`config.mk`:
```
export PLATFORM = sky130hd
export DESIGN_NAME = ws2812_serializer_flat
export DESIGN_NICKNAME = d
export VERILOG_FILES = /design/src/rtl/ws2812_serializer_if.sv /design/src/rtl/ws2812_serializer.sv /design/src/flat_wrapper.sv
export SDC_FILE = /design/constraint.sdc
export NUM_CORES = 1
export LEC_CHECK = 0
export ABC_AREA = 0
export ABC_CLOCK_PERIOD_IN_PS = 5500
export CAP_MARGIN = 15
export CORE_AREA = 5 5 79 81
export CTS_BUF_LIST = sky130_fd_sc_hd__clkbuf_16
export CTS_CLUSTER_SIZE = 30
export DETAILED_ROUTE_END_ITERATION = 16
export DIE_AREA = 0 0 84 86
export PLACE_DENSITY = 0.64
export SLEW_MARGIN = 10
export SYNTH_ARGS = -nofsm -noshare
export SYNTH_HDL_FRONTEND = slang
export SYNTH_SLANG_ARGS = --single-unit
```
`constraint.sdc`:
```
create_clock -name clk -period 5.5 [get_ports clk]
set_input_delay 1.1 -clock clk [delete_from_list [all_inputs] [get_ports clk]]
set_output_delay 1.1 -clock clk [all_outputs]
set_load 0.02 [all_outputs]
```
`src/rtl/ws2812_serializer_if.sv`:
```
// Byte-pull handshake between the colour fader (master) and the WS2812 line driver (slave).
interface ws2812_serializer_if;
    logic       trigger;
    logic [7:0] color_now;
    logic       data_request;

    modport master (output trigger, output color_now, input data_request);
    modport slave  (input trigger, input color_now, output data_request);
endinterface

```
`src/rtl/ws2812_serializer.sv`:
```
// WS2812 line driver: pulls LEDS*3 bytes per frame and emits MSB-first NRZ pulse-width bit cells,
// followed by a forced-low latch gap.
module ws2812_serializer #(
    parameter int LEDS   = 32,
    parameter int T0H    = 4,
    parameter int T1H    = 8,
    parameter int TBIT   = 15,
    parameter int TRESET = 3600
) (
    input  logic                 clk,
    input  logic                 rst,
    ws2812_serializer_if.slave   bus,
    output logic                 dout,
    output logic                 busy
);
    localparam int NBYTES = LEDS * 3;
    localparam int BCW    = $clog2(NBYTES + 1);
    localparam int BTW    = (TBIT > 1) ? $clog2(TBIT) : 1;
    localparam int RCW    = (TRESET > 1) ? $clog2(TRESET) : 1;

    localparam logic [BCW-1:0] LAST_BYTE = BCW'(NBYTES);
    localparam logic [BTW-1:0] BIT_END   = BTW'(TBIT - 1);
    localparam logic [BTW-1:0] HIGH_ZERO = BTW'(T0H);
    localparam logic [BTW-1:0] HIGH_ONE  = BTW'(T1H);
    localparam logic [RCW-1:0] GAP_END   = RCW'(TRESET - 1);

    typedef enum logic [1:0] {
        IDLE  = 2'd0,
        BIT   = 2'd1,
        LATCH = 2'd2
    } state_t;

    state_t         state_r, state_s;
    logic [7:0]     shift_r, shift_s;
    logic [BCW-1:0] byte_cnt_r, byte_cnt_s;
    logic [2:0]     bit_idx_r, bit_idx_s;
    logic [BTW-1:0] bit_cnt_r, bit_cnt_s;
    logic [RCW-1:0] reset_cnt_r, reset_cnt_s;
    logic           dout_r, busy_r;
    logic           req_s, line_s;

    // Next-state, byte fetch strobe and raw line level.
    always_comb begin
        state_s     = state_r;
        shift_s     = shift_r;
        byte_cnt_s  = byte_cnt_r;
        bit_idx_s   = bit_idx_r;
        bit_cnt_s   = bit_cnt_r;
        reset_cnt_s = reset_cnt_r;
        req_s       = 1'b0;
        line_s      = 1'b0;
        case (state_r)
            IDLE: begin
                if (bus.trigger) begin
                    req_s      = 1'b1;
                    shift_s    = bus.color_now;
                    byte_cnt_s = BCW'(1);
                    bit_idx_s  = 3'd7;
                    bit_cnt_s  = {BTW{1'b0}};
                    state_s    = BIT;
                end else begin
                    state_s = IDLE;
                end
            end
            BIT: begin
                line_s = (bit_cnt_r < (shift_r[7] ? HIGH_ONE : HIGH_ZERO));
                if (bit_cnt_r == BIT_END) begin
                    bit_cnt_s = {BTW{1'b0}};
                    if (bit_idx_r != 3'd0) begin
                        shift_s   = {shift_r[6:0], 1'b0};
                        bit_idx_s = bit_idx_r - 3'd1;
                    end else if (byte_cnt_r < LAST_BYTE) begin
                        // Next byte is fetched in the last cycle of the current one so cells stay gapless.
                        req_s      = 1'b1;
                        shift_s    = bus.color_now;
                        byte_cnt_s = byte_cnt_r + BCW'(1);
                        bit_idx_s  = 3'd7;
                    end else begin
                        reset_cnt_s = {RCW{1'b0}};
                        state_s     = LATCH;
                    end
                end else begin
                    bit_cnt_s = bit_cnt_r + BTW'(1);
                end
            end
            LATCH: begin
                if (reset_cnt_r == GAP_END) begin
                    state_s = IDLE;
                end else begin
                    reset_cnt_s = reset_cnt_r + RCW'(1);
                end
            end
            default: begin
                state_s = IDLE;
            end
        endcase
    end

    // State and datapath registers; the line is re-timed through a flop to stay glitch-free.
    always_ff @(posedge clk) begin
        if (rst) begin
            state_r     <= IDLE;
            shift_r     <= 8'd0;
            byte_cnt_r  <= {BCW{1'b0}};
            bit_idx_r   <= 3'd0;
            bit_cnt_r   <= {BTW{1'b0}};
            reset_cnt_r <= {RCW{1'b0}};
            dout_r      <= 1'b0;
            busy_r      <= 1'b0;
        end else begin
            state_r     <= state_s;
            shift_r     <= shift_s;
            byte_cnt_r  <= byte_cnt_s;
            bit_idx_r   <= bit_idx_s;
            bit_cnt_r   <= bit_cnt_s;
            reset_cnt_r <= reset_cnt_s;
            dout_r      <= line_s;
            busy_r      <= (state_s != IDLE);
        end
    end

    assign bus.data_request = req_s;
    assign dout             = dout_r;
    assign busy             = busy_r;
endmodule

```
`src/flat_wrapper.sv`:
```
// flat-port wrapper written by rule: the top's interface ports become plain ports
module ws2812_serializer_flat 
#(
    parameter int LEDS   = 32,
    parameter int T0H    = 4,
    parameter int T1H    = 8,
    parameter int TBIT   = 15,
    parameter int TRESET = 3600
)
  (clk, rst, dout, busy, bus_trigger, bus_color_now, bus_data_request);
  ws2812_serializer_if bus_i ();
  input  logic clk;
  input  logic rst;
  output logic dout;
  output logic busy;
  input wire logic [$bits(bus_i.trigger)-1:0] bus_trigger;
  input wire logic [$bits(bus_i.color_now)-1:0] bus_color_now;
  output wire logic [$bits(bus_i.data_request)-1:0] bus_data_request;
  assign bus_i.trigger = bus_trigger;
  assign bus_i.color_now = bus_color_now;
  assign bus_data_request = bus_i.data_request;
  ws2812_serializer #(.LEDS(LEDS), .T0H(T0H), .T1H(T1H), .TBIT(TBIT), .TRESET(TRESET)) u_core (.clk(clk), .rst(rst), .bus(bus_i), .dout(dout), .busy(busy));
endmodule
```
==> Yosys cells after proc, flatten, opt, wreduce, memory -nomap -nowiden <==
Index checks and enable logic that the tools add are counted.
{ "classes": {"n_addsub": 4, "n_mux": 35, "n_eq_ne": 11, "order_cmp": 2, "bitwise_logic": 1, "reduce_logical": 10} }
{ "op_table": {"columns": ["cell", "n"], "rows": [
  ["2-to-1 mux 12 bit", 4],
  ["2-to-1 mux 8 bit", 4],
  ["2-to-1 mux 7 bit", 4],
  ["case mux 12 bit (2 select lines)", 1],
  ["case mux 8 bit (2 select lines)", 1],
  ["case mux 7 bit (2 select lines)", 1],
  ["adder 12 x 1 -> 12 bit, second input constant", 1],
  ["equality test 12 bit, second input constant", 1],
  ["2-to-1 mux 3 bit", 4],
  ["2-to-1 mux 4 bit", 3],
  ["AND reduction 5 bit", 2],
  ["2-to-1 mux 2 bit", 4],
  ["inequality test 2 bit, second input constant", 4],
  ["case mux 4 bit (2 select lines)", 1],
  ["adder 7 x 1 -> 7 bit, second input constant", 1],
  ["< comparator 7 bit, second input constant", 1],
  ["case mux 2 bit (3 select lines)", 1],
  ["case mux 3 bit (2 select lines)", 1],
  ["nonzero test 2 bit", 3],
  ["2-to-1 mux 1 bit", 5],
  ["adder 4 x 1 -> 4 bit, second input constant", 1],
  ["equality test 4 bit, second input constant", 1],
  ["< comparator 4 bit", 1],
  ["inequality test 2 x 1 -> 1 bit, second input constant", 2],
  ["other kinds (11)", 11]
]} }
{ "word_totals": {"wordCells": 71, "register_bits": 38, "output_inout_bits": 3} }

==> Logic depth before layout (Yosys ltp) <==
Gate-level depths: netlist of run 1.
{ "depth": {"word_depth": 6, "depth_mapped": 8} }

==> Least setup slack after synthesis of run 1 <==
Ideal clock, no wire load.
{ "synth_timing": {"kind": "input to output", "startpoint": "input bus_trigger", "endpoint": "output bus_data_request", "n_path_buf": 1, "path_slack_ns": 2.801, "t_arrival_ns": 1.599, "stages": 3, "path_cell_list": "and2_1 > clkbuf_1 > a21o_1"} }
{ "synth_between": {"elab_chain_cells": 2} }
{ "synth_lines": {"columns": ["item", "line", "source"], "rows": [
  ["start: declaration", "flat_wrapper.sv:16", "input wire logic [$bits(bus_i.trigger)-1:0] bus_trigger;"],
  ["2-to-1 mux 1 bit", "ws2812_serializer.sv:54", "if (bus.trigger) begin"],
  ["case mux 1 bit (2 select lines)", "ws2812_serializer.sv:52", "case (state_r)"],
  ["end: declaration", "flat_wrapper.sv:18", "output wire logic [$bits(bus_i.data_request)-1:0] bus_data_request;"]
]} }
No other way between the ends.

==> Worst setup path after layout of run 1 <==
Ends and elaborated chain as after synthesis.

==> results of run 1 <==
-- power by group through the flow --
stage          logic [mW]  clock network, mW  registers, mW
3_3_place_gp       0.0785                  0          0.299
4_1_cts            0.0794              0.271          0.293
6_report           0.0784              0.264          0.293
3_5_place_dp       0.0790                  0          0.299
5_1_grt            0.0885              0.279          0.295
2_1_floorplan      0.0572                  0          0.299
-- per-layer routing --
layer	GRT usage	wire [um]	part of all wire	vias up
met4	0.0439	61	0.013	0
met2	0.228	2110	0.46	30
met1	0.173	2290	0.50	873
met3	0.0346	150	0.033	6
met5	0	0	0	-
li1	-	-	-	997
-- stage by stage --
stage / hold WS (ns) / worst slack (ns) / cell area (um^2)
finish: 0.484 / 1.81 / 2420
detailed placement: 0.470 / 1.82 / 2290
floorplan: 0.440 / 2.80 / 2130
global placement: 0.475 / 1.83 / 2290
global route: 0.517 / 1.75 / 2420
CTS: 0.484 / 1.82 / 2420
-- layout make-up --
type	instances	area [um^2]	area share
timing repair buffer	14	138	0.0568
tap	72	90.1	0.0372
sequential	38	761	0.314
clock buffer	5	125	0.0517
multi-input combinational	195	1260	0.522
inverter	11	41.3	0.0170
clock inverter	1	3.75	0.00155
-- Yosys cell counts, types with 3 or more instances --
library cell,count,area share
clkbuf_1,9,0.016
a21o_1,4,0.014
and3_1,3,0.0088
a31oi_1,6,0.018
inv_1,11,0.019
a21oi_1,30,0.071
o21ai_0,16,0.038
o31ai_1,4,0.014
o211ai_1,4,0.014
nor2_1,10,0.018
nand3_1,15,0.035
nor3_1,5,0.012
ha_1,11,0.065
buf_2,3,0.0070
dfxtp_1,38,0.36
or3_1,5,0.015
nand4_1,8,0.024
o31a_1,3,0.012
or4_1,6,0.021
and2_1,5,0.015
a311oi_1,10,0.041
o21a_1,3,0.011
nand2_1,19,0.033
-- cells in the final DEF, fill, tap and decap left out, types with 8 or more instances in the layout --
master,Yosys,routed
nand4_1,8,8
nand3_1,15,15
nor2_1,10,10
a21oi_1,30,30
clkdlybuf4s50_1,0,13
ha_1,11,11
o21ai_0,16,16
inv_1,11,11
nand2_1,19,19
dfxtp_1,38,38
a311oi_1,10,10
-- logic make-up (layout without fill, tap and decap cells) --
group,Yosys count,after routing,share of synthesized area
multiplexers,2,2,0.00999
AND/OR/NAND/NOR,93,93,0.249
AO/OA/AOI/OAI,89,89,0.270
buffers and inverters,25,31,0.0493
adder cells (fa/ha/maj),11,11,0.0646
flip-flops,38,38,0.357
-- how the worst max path moves through the flow --
stage | end | depth (start not counted)
2_1_floorplan | bus_data_request | 3
3_3_place_gp | bus_data_request | 4
3_5_place_dp | bus_data_request | 4
4_1_cts | bus_data_request | 4
5_1_grt | bus_data_request | 4
6_report | bus_data_request | 4
-- critical path: cells and delay by family --
family,cells,cell delay (ns)
buffers and inverters,2,1.10
and+or+nand+nor,1,0.27
AOI/OAI and AO/OA,1,0.11
-- flip-flops by register name, indices dropped and copies added (netlist names) --
register	count
u_core.shift_r	8
u_core.byte_cnt_r	7
u_core.bit_idx_r	3
u_core.bit_cnt_r	4
u_core.reset_cnt_r	12
u_core.busy	1
u_core.dout	1
u_core.state_r	2
==> insert_results.sql, run 1 <==
INSERT INTO impl_metrics (metric_group, metric, value, unit) VALUES
('hold_path', 'timing.hold.worst_path_depth', '2', ''),
('logic_synthesis', 'ys_ff_latch', '38', ''),
('setup_path', 'max_stage_delay', '0.60', 'ns'),
('clock_tree', 'tritoncts', 'yes', ''),
('layout', 'fin_util', '0.448', ''),
('die', 'core', '5410', 'um^2'),
('layout', 'flow.area_growth_from_synthesis', '13.7', '%'),
('hold_path', 'hp-start', 'u_core.reset_cnt_r[11]', ''),
('clock_tree', 'clk-insertion-delay-late', '0.28', 'ns'),
('setup_path', 'destination_of_the_worst_register_to_register_timing_path', 'u_core.bit_idx_r[1]', ''),
('placed_design', 'placed_cells_incl_taps', '330', ''),
('layout', 'antenna_cells_inserted', '0', ''),
('sta', 'rsz0062_at_grt', 'no', ''),
('drt', 'detail_route.first_pass.iterations', '4', ''),
('pwr', 'power_per_cell_area', '262', 'nW/um^2'),
('die', 'die_w', '84', 'um'),
('clock_tree', 'root_buffer_master', 'clkbuf_16', ''),
('status', 'outcome', 'finished clean', ''),
('clock_tree', 'htreeDepth', '2', ''),
('die', 'boundaryPins', '14', ''),
('pwr', 'pwr-share-comb', '0.123', ''),
('sta', 'max-slew-margin-rel', '0.466', ''),
('setup_path', 'rrSetupSlack', '3.09', 'ns'),
('logic_synthesis', 'syn-cell-area', '2130', 'um^2'),
('layout', 'filler_cell_count', '546', ''),
('logic_synthesis', 'synth_ff_type', 'dfxtp_1', ''),
('pwr', 'p_total', '0.636', 'mW'),
('die', 'core.rowCount', '27', ''),
('flow_run', 'max_cap_viol_count', '0', ''),
('setup_path', 'critPathArrivalTime', '2.59', 'ns'),
('drt', 'via_count', '1906', ''),
('placed_design', 'port_buffers', '13', ''),
('clock_tree', 'cts.repair.resized', '0', ''),
('sta', 'slew_viol_final', '0', ''),
('sta', 'finClkSkew', '0.00205', 'ns'),
('setup_path', 'crit_path_top_delay_cell', 'clkdlybuf4s50_1', ''),
('drt', 'remaining_drc_errors', '0', ''),
('pwr', 'swShare', '0.248', ''),
('grt', 'grt_first_pass_wirelength', '8180', 'um'),
('grt', 'gr_overflow_total', '0', ''),
('pwr', 'power.share.clock', '0.415', ''),
('layout', 'final_cells', '336', ''),
('die', 'die-height', '86', 'um'),
('setup_path', 'worst-path-max-fanout', '7', ''),
('grt', 'globalRouteTotalUtil', '0.136', ''),
('hold_path', 'hold_class', 'register to register', ''),
('setup_path', 'cp_cell_sequence', 'clkdlybuf4s50_1 -> and2_1 -> a21o_1 -> clkdlybuf4s50_1', ''),
('grt', 'grt_pass1_vias', '1768', ''),
('setup_path', 'worst_setup_path_startpoint', 'bus_trigger', ''),
('logic_synthesis', 'synth.distinct_cells', '48', ''),
('pwr', 'power.switching', '0.157', 'mW'),
('sta', 'setup-violations-final', '0', ''),
('logic_synthesis', 'synth-async-reset-ratio', '0', ''),
('logic_synthesis', 'syn-instance-count', '258', ''),
('setup_path', 'number_of_cells_traversed_by_the_worst_register_to_register_path', '4', ''),
('clock_tree', 'clkSlewWorstSetupHoldPaths', '0.05', 'ns'),
('sta', 'layout_worst_path_cycle_share', '0.670', ''),
('setup_path', 'path_common_cell', 'clkdlybuf4s50_1', ''),
('pwr', 'internal-power', '0.478', 'mW'),
('hold_path', 'worstHoldEndpoint', 'u_core.reset_cnt_r[11]', ''),
('setup_path', 'worstReg2RegStart', 'u_core.state_r[0]', ''),
('pwr', 'p_leak', '0.827', 'nW'),
('drt', 'routedWlPerCell', '13.7', 'um'),
('sta', 'final_hold_viol_count', '0', ''),
('setup_path', 'worst-endpoint-required', '4.40', 'ns'),
('clock_tree', 'number_of_clock_sinks', '38', ''),
('drt', 'detail_route.vias_per_cell', '5.67', ''),
('logic_synthesis', 'yosysWarningCount', '0', ''),
('logic_synthesis', 'sequential_fraction_of_the_synthesis_area', '0.357', ''),
('logic_synthesis', 'syn_avg_cell_area', '8.25', 'um^2'),
('placed_design', 'place.gp.congestion', '0.865', '');
Note: power is estimated with default switching activity, not from simulation.
==> run 2, diff against run 1 <==
ABC_CLOCK_PERIOD_IN_PS = 3900   (was 5500)
clock period = 3.9 ns   (was 5.5 ns; I/O delays follow)
==> run 2 against run 1 <==
Against the previous run:
- sequential power is 41% higher
- core utilization increased by 0.30 points
- total power is 43% higher
- via count increased by 3.6%
- register-to-register slack worse by 1.4 ns
- clock power rose by 44%
- highest routed layer unchanged
- global-route usage is 0.84 points higher
- largest cell class unchanged
- sequential share of layout area down 0.21 points
- critical endpoint unchanged
==> insert_results.sql, run 2 (synthesized netlist as in run 1, its figures left out) <==
INSERT INTO impl_metrics (metric_group, metric, value, unit) VALUES
('layout', 'seq_area', '761', 'um^2'),
('hold_path', 'hold_class', 'register to register', ''),
('die', 'initial_core_util', '0.394', ''),
('setup_path', 'path_common_cell', 'clkdlybuf4s50_1', ''),
('die', 'core.rowCount', '27', ''),
('sta', 'rsz0062_at_grt', 'no', ''),
('sta', 'finClkSkew', '0.00417', 'ns'),
('sta', 'setup-violations-final', '0', ''),
('placed_design', 'post_dp_cell_area', '2300', 'um^2'),
('placed_design', 'place.gp.congestion', '0.799', ''),
('die', 'dieArea', '7220', 'um^2'),
('clock_tree', 'cts_hold_buffers', '0', ''),
('die', 'core', '5410', 'um^2'),
('layout', 'registers.top_by_ff_count', 'u_core.reset_cnt_r', ''),
('drt', 'drtIter0Drc', '103', ''),
('drt', 'finalWirelength', '4780', 'um'),
('sta', 'holdWs', '0.486', 'ns'),
('clock_tree', 'root_buffer_master', 'clkbuf_16', ''),
('setup_path', 'crit_path_top_delay_cell', 'clkdlybuf4s50_1', ''),
('layout', 'largestRegisters', 'u_core.reset_cnt_r (12), u_core.shift_r (8), u_core.byte_cnt_r (7)', ''),
('clock_tree', 'clk-insertion-delay-late', '0.28', 'ns'),
('setup_path', 'rrSetupSlack', '1.70', 'ns'),
('setup_path', 'destination_of_the_worst_register_to_register_timing_path', 'u_core.shift_r[4]', ''),
('clock_tree', 'clkSlewWorstSetupHoldPaths', '0.05', 'ns'),
('layout', 'stdcell_area', '2440', 'um^2'),
('grt', 'grtUsageMet3', '0.0451', ''),
('clock_tree', 'cts_setup_buffers', '0', ''),
('setup_path', 'max_stage_delay', '0.60', 'ns'),
('sta', 'slew_viol_final', '0', ''),
('grt', 'grt_first_pass_wirelength', '8770', 'um'),
('hold_path', 'hp-start', 'u_core.shift_r[0]', ''),
('hold_path', 'timing.hold.worst_path_depth', '2', ''),
('grt', 'globalRouteMet1Util', '0.183', ''),
('grt', 'globalRouteTotalUtil', '0.145', ''),
('drt', 'routedWlPerCell', '14.1', 'um'),
('layout', 'filler_cell_count', '565', ''),
('setup_path', 'worstReg2RegStart', 'u_core.bit_cnt_r[0]', ''),
('sta', 'setup_slack', '0.822', 'ns'),
('status', 'outcome', 'finished clean', ''),
('clock_tree', 'clock_path_buffers', '2', ''),
('layout', 'flow.area_growth_from_synthesis', '14.5', '%'),
('placed_design', 'post_dp_hpwl', '3190', 'um'),
('pwr', 'vdd.ir_drop.worst', '0.000227', 'V'),
('layout', 'largest_register_ff_count', '12', ''),
('sta', 'final_hold_viol_count', '0', ''),
('die', 'die_w', '84', 'um'),
('flow_run', 'max_cap_viol_count', '0', ''),
('setup_path', 'worst_setup_path_startpoint', 'bus_trigger', ''),
('hold_path', 'worstHoldEndpoint', 'u_core.shift_r[1]', ''),
('clock_tree', 'htreeDepth', '2', ''),
('clock_tree', 'cts.repair.resized', '0', ''),
('grt', 'global_route.usage.met2', '0.236', ''),
('grt', 'grt_pass1_vias', '1927', ''),
('layout', 'antenna_cells_inserted', '0', ''),
('clock_tree', 'cts_made_buffers', '5', ''),
('setup_path', 'cp-start-kind', 'primary input', ''),
('setup_path', 'worst-path-max-fanout', '7', ''),
('die', 'die-height', '86', 'um'),
('die', 'boundaryPins', '14', ''),
('grt', 'global_route_layer_with_the_greatest_usage', 'met2', ''),
('sta', 'max_freq', '0.325', 'GHz'),
('setup_path', 'number_of_cells_traversed_by_the_worst_register_to_register_path', '6', ''),
('setup_path', 'capturing_element_type_of_the_critical_path', 'primary output', ''),
('sta', 'worst_slew_pin_slew', '0.848', 'ns'),
('layout', 'commonest_non_fill_non_tap_cell_in_the_layout', 'dfxtp_1', ''),
('layout', 'layout.nets', '288', ''),
('layout', 'most-common-layout-cells', 'dfxtp_1 (38), a21oi_1 (30), nand2_1 (19), o21ai_0 (16), nand3_1 (15)', ''),
('grt', 'grt_start_max_net_pins', '32', ''),
('grt', 'gr_overflow_total', '0', ''),
('drt', 'via_count', '1975', ''),
('sta', 'layout_worst_path_cycle_share', '0.789', ''),
('pwr', 'p_leak', '0.841', 'nW'),
('setup_path', 'critPathArrivalTime', '2.30', 'ns'),
('clock_tree', 'number_of_clock_sinks', '38', ''),
('placed_design', 'port_buffers', '13', ''),
('sta', 'max-slew-margin-rel', '0.431', ''),
('setup_path', 'cp_cell_sequence', 'clkdlybuf4s50_1 -> and2_1 -> a21o_1 -> clkdlybuf4s50_1', ''),
('setup_path', 'worst-endpoint-required', '3.12', 'ns'),
('drt', 'detail_route.first_pass.iterations', '4', ''),
('drt', 'detail_route.vias_per_cell', '5.83', ''),
('clock_tree', 'tritoncts', 'yes', ''),
('pwr', 'power_per_cell_area', '372', 'nW/um^2'),
('layout', 'drive_above_1_share', '0.0524', ''),
('setup_path', 'critical_path_class', 'primary input to primary output', ''),
('drt', 'antenna_nets_post_route', '0', ''),
('grt', 'antenna_found_initial', '0', ''),
('drt', 'remaining_drc_errors', '0', ''),
('sta', 'fin_tns_setup', '0', 'ns'),
('layout', 'total_area_of_multi_input_combinational_cells', '1260', 'um^2'),
('sta', 'finalCriticalPeriod', '3.08', 'ns'),
('placed_design', 'detailedPlace.worstSlack', '0.828', 'ns');
[run 2: changes by cell type in the layout (fill, tap and decap cells not counted), sizes merged]
cell    change
buf         +1
clkinv      +1
inv         +1
[run 2: cell type report]
type	count	area share
Multi-Input combinational cell	195	0.518
Sequential cell	38	0.312
Clock buffer	5	0.0513
Timing Repair Buffer	15	0.0595
Inverter	11	0.0169
Clock inverter	3	0.00513
Tap cell	72	0.0369
[run 2: worst max path at each step]
stage                        to  slack (ns)  cells past startpoint
2_1_floorplan  bus_data_request        1.69                      4
3_3_place_gp   bus_data_request        0.88                      4
3_5_place_dp   bus_data_request        0.83                      4
4_1_cts        bus_data_request        0.82                      4
5_1_grt        bus_data_request        0.75                      6
6_report       bus_data_request        0.82                      4
[run 2: metal layers]
metal  routed length (um)  vias to the layer above
met3                  208                        5
met1                 2350                      934
li1                     -                     1003
met2                 2170                       33
met5                    0                        -
met4                   58                        0
[run 2: critical path, delay by kind of cell]
family / cells / cell delay (ns)
buffers and inverters: 2 / 1.10
AOI/OAI and AO/OA: 1 / 0.12
and+or+nand+nor: 1 / 0.30
[run 2: metrics by stage]
stage / power, mW / utilization / cells
final: 0.907 / 0.451 / 339
after global routing: 0.956 / 0.451 / 339
after CTS: 0.922 / 0.451 / 339
after detailed placement: 0.535 / 0.426 / 331
after global placement: 0.533 / 0.426 / 331
after floorplan: 0.502 / - / 258
[run 2: power breakdown]
part	leakage [nW]	internal, mW	switching, mW
clock network	0.0724	0.231	0.149
registers	0.310	0.404	0.00992
logic	0.459	0.0439	0.0692
total	0.841	0.679	0.228
==> run 3, diff against run 2 <==
ABC_CLOCK_PERIOD_IN_PS = 3200   (was 3900)
clock period = 3.2 ns   (was 3.9 ns; I/O delays follow)
==> run 3 against run 2 <==
Against the previous run:
- routed wire length grew 3.6%
- non-clock buffer count is the same
- combinational power grew 23%
- highest routed layer unchanged
- critical path type is now register to primary output
- first-iteration DRC count shrank 5.8%
- die area is the same
- setup slack lost 0.47 ns
- clock power grew 23%
- register-to-register slack lost 0.68 ns
- total power grew 22%
- sequential share of layout area is the same
==> insert_results.sql, run 3 (synthesized netlist as in run 1, its figures left out) <==
INSERT INTO impl_metrics (metric_group, metric, value, unit) VALUES
('status', 'outcome', 'finished clean', ''),
('clock_tree', 'clkSlewWorstSetupHoldPaths', '0.06', 'ns'),
('sta', 'fin_tns_setup', '0', 'ns'),
('grt', 'grt_first_pass_wirelength', '8880', 'um'),
('die', 'die_w', '84', 'um'),
('layout', 'stdcell_area', '2440', 'um^2'),
('sta', 'final_hold_viol_count', '0', ''),
('clock_tree', 'clk-insertion-delay-late', '0.28', 'ns'),
('setup_path', 'worst-endpoint-required', '2.56', 'ns'),
('drt', 'remaining_drc_errors', '0', ''),
('setup_path', 'destination_of_the_worst_register_to_register_timing_path', 'u_core.shift_r[7]', ''),
('placed_design', 'place.gp.congestion', '0.823', ''),
('setup_path', 'critical_path_class', 'register to primary output', ''),
('drt', 'via_count', '2006', ''),
('sta', 'slew_viol_final', '0', ''),
('die', 'die-height', '86', 'um'),
('flow_run', 'max_cap_viol_count', '0', ''),
('clock_tree', 'tritoncts', 'yes', ''),
('sta', 'worst_slew_pin_slew', '0.804', 'ns'),
('clock_tree', 'htreeDepth', '2', ''),
('sta', 'finalCriticalPeriod', '2.84', 'ns'),
('grt', 'globalRouteTotalUtil', '0.146', ''),
('sta', 'holdWs', '0.481', 'ns'),
('clock_tree', 'cts_made_buffers', '5', ''),
('die', 'core', '5410', 'um^2'),
('layout', 'layout.nets', '288', ''),
('grt', 'grt_start_max_net_pins', '31', ''),
('pwr', 'power_per_cell_area', '455', 'nW/um^2'),
('placed_design', 'post_dp_cell_area', '2300', 'um^2'),
('die', 'initial_core_util', '0.394', ''),
('sta', 'layout_worst_path_cycle_share', '0.889', ''),
('clock_tree', 'number_of_clock_sinks', '38', ''),
('sta', 'setup-violations-final', '0', ''),
('hold_path', 'timing.hold.worst_path_depth', '2', ''),
('layout', 'drive_above_1_share', '0.0524', ''),
('die', 'core.rowCount', '27', ''),
('placed_design', 'post_dp_hpwl', '3360', 'um'),
('die', 'boundaryPins', '14', ''),
('setup_path', 'critPathArrivalTime', '2.20', 'ns'),
('setup_path', 'cp-start-kind', 'register', ''),
('drt', 'finalWirelength', '4950', 'um'),
('drt', 'detail_route.vias_per_cell', '5.92', ''),
('drt', 'routedWlPerCell', '14.6', 'um'),
('setup_path', 'number_of_cells_traversed_by_the_worst_register_to_register_path', '6', ''),
('sta', 'rsz0062_at_grt', 'no', ''),
('layout', 'registers.top_by_ff_count', 'u_core.reset_cnt_r', ''),
('clock_tree', 'cts.repair.resized', '0', ''),
('die', 'dieArea', '7220', 'um^2'),
('layout', 'filler_cell_count', '568', ''),
('pwr', 'vdd.ir_drop.worst', '0.000251', 'V'),
('hold_path', 'worstHoldEndpoint', 'u_core.reset_cnt_r[11]', ''),
('grt', 'grt_pass1_vias', '1932', ''),
('hold_path', 'hp-start', 'u_core.reset_cnt_r[11]', ''),
('layout', 'commonest_non_fill_non_tap_cell_in_the_layout', 'dfxtp_1', ''),
('hold_path', 'hold_class', 'register to register', ''),
('clock_tree', 'clock_path_buffers', '2', ''),
('layout', 'antenna_cells_inserted', '0', ''),
('sta', 'max-slew-margin-rel', '0.460', ''),
('sta', 'finClkSkew', '0.00269', 'ns'),
('setup_path', 'worstReg2RegStart', 'u_core.bit_idx_r[0]', ''),
('layout', 'most-common-layout-cells', 'dfxtp_1 (38), a21oi_1 (30), nand2_1 (19), o21ai_0 (16), nand3_1 (15)', ''),
('pwr', 'p_leak', '0.841', 'nW'),
('drt', 'drtIter0Drc', '97', ''),
('pwr', 'p_total', '1.11', 'mW'),
('sta', 'max_freq', '0.352', 'GHz'),
('layout', 'flow.area_growth_from_synthesis', '14.5', '%'),
('clock_tree', 'cts_setup_buffers', '0', ''),
('clock_tree', 'cts_hold_buffers', '0', ''),
('grt', 'gr_overflow_total', '0', ''),
('drt', 'detail_route.first_pass.iterations', '4', ''),
('grt', 'antenna_found_initial', '0', ''),
('setup_path', 'worst-path-max-fanout', '12', ''),
('layout', 'largest_register_ff_count', '12', ''),
('setup_path', 'capturing_element_type_of_the_critical_path', 'primary output', ''),
('drt', 'antenna_nets_post_route', '0', ''),
('setup_path', 'rrSetupSlack', '1.02', 'ns'),
('clock_tree', 'root_buffer_master', 'clkbuf_16', ''),
('placed_design', 'port_buffers', '13', ''),
('layout', 'largestRegisters', 'u_core.reset_cnt_r (12), u_core.shift_r (8), u_core.byte_cnt_r (7)', '');
## run 3: cell counts in the layout (fill, tap and decap cells not counted)
Identical to the previous run, type by type.
## run 3: layout make-up
cell class              instances  area, um^2  share of cell area
multi-input cells             195        1260               0.518
repair buffers                 15         145              0.0595
well taps                      72        90.1              0.0369
flip-flops and latches         38         761               0.312
inverters                      11        41.3              0.0169
clock inverters                 3        12.5             0.00513
clock buffers                   5         125              0.0513
## run 3: worst max path at each step
stage	depth (start not counted)	end	startpoint	slack (ns)
final	6	bus_data_request	u_core.bit_idx_r[0]	0.36
after global placement	4	bus_data_request	bus_trigger	0.45
after detailed placement	4	bus_data_request	bus_trigger	0.42
after CTS	6	bus_data_request	u_core.bit_idx_r[0]	0.36
after global routing	6	bus_data_request	u_core.bit_idx_r[0]	0.23
after floorplan	4	bus_data_request	u_core.state_r[0]	1.13
## run 3: stage by stage
| stage | util | setup WS (ns) | std cells |
|---|---|---|---|
| global route | 0.451 | 0.227 | 339 |
| detailed placement | 0.426 | 0.420 | 331 |
| CTS | 0.451 | 0.365 | 339 |
| global placement | 0.426 | 0.453 | 331 |
| finish | 0.451 | 0.355 | 339 |
| floorplan | - | 1.13 | 258 |
## run 3: worst max-delay path: stages (launching register included)
cell and delay [ns]:
dfxtp_1 0.30, inv_1 0.11, ha_1 0.20, nand2b_1 0.28
nor3_1 0.29, a21o_1 0.15, clkdlybuf4s50_1 0.59
## run 3: layer usage
layer	routed length, um	vias up	global-route usage
met1	2330	964	0.182
met3	189	10	0.0355
li1	-	1000	-
met4	80	0	0.0497
met5	0	-	0
met2	2350	32	0.248
## run 3: where the power goes
| part | switching [mW] | internal, mW |
|---|---|---|
| logic | 0.0851 | 0.0541 |
| clock network | 0.185 | 0.281 |
| registers | 0.0129 | 0.492 |
| total | 0.283 | 0.828 |
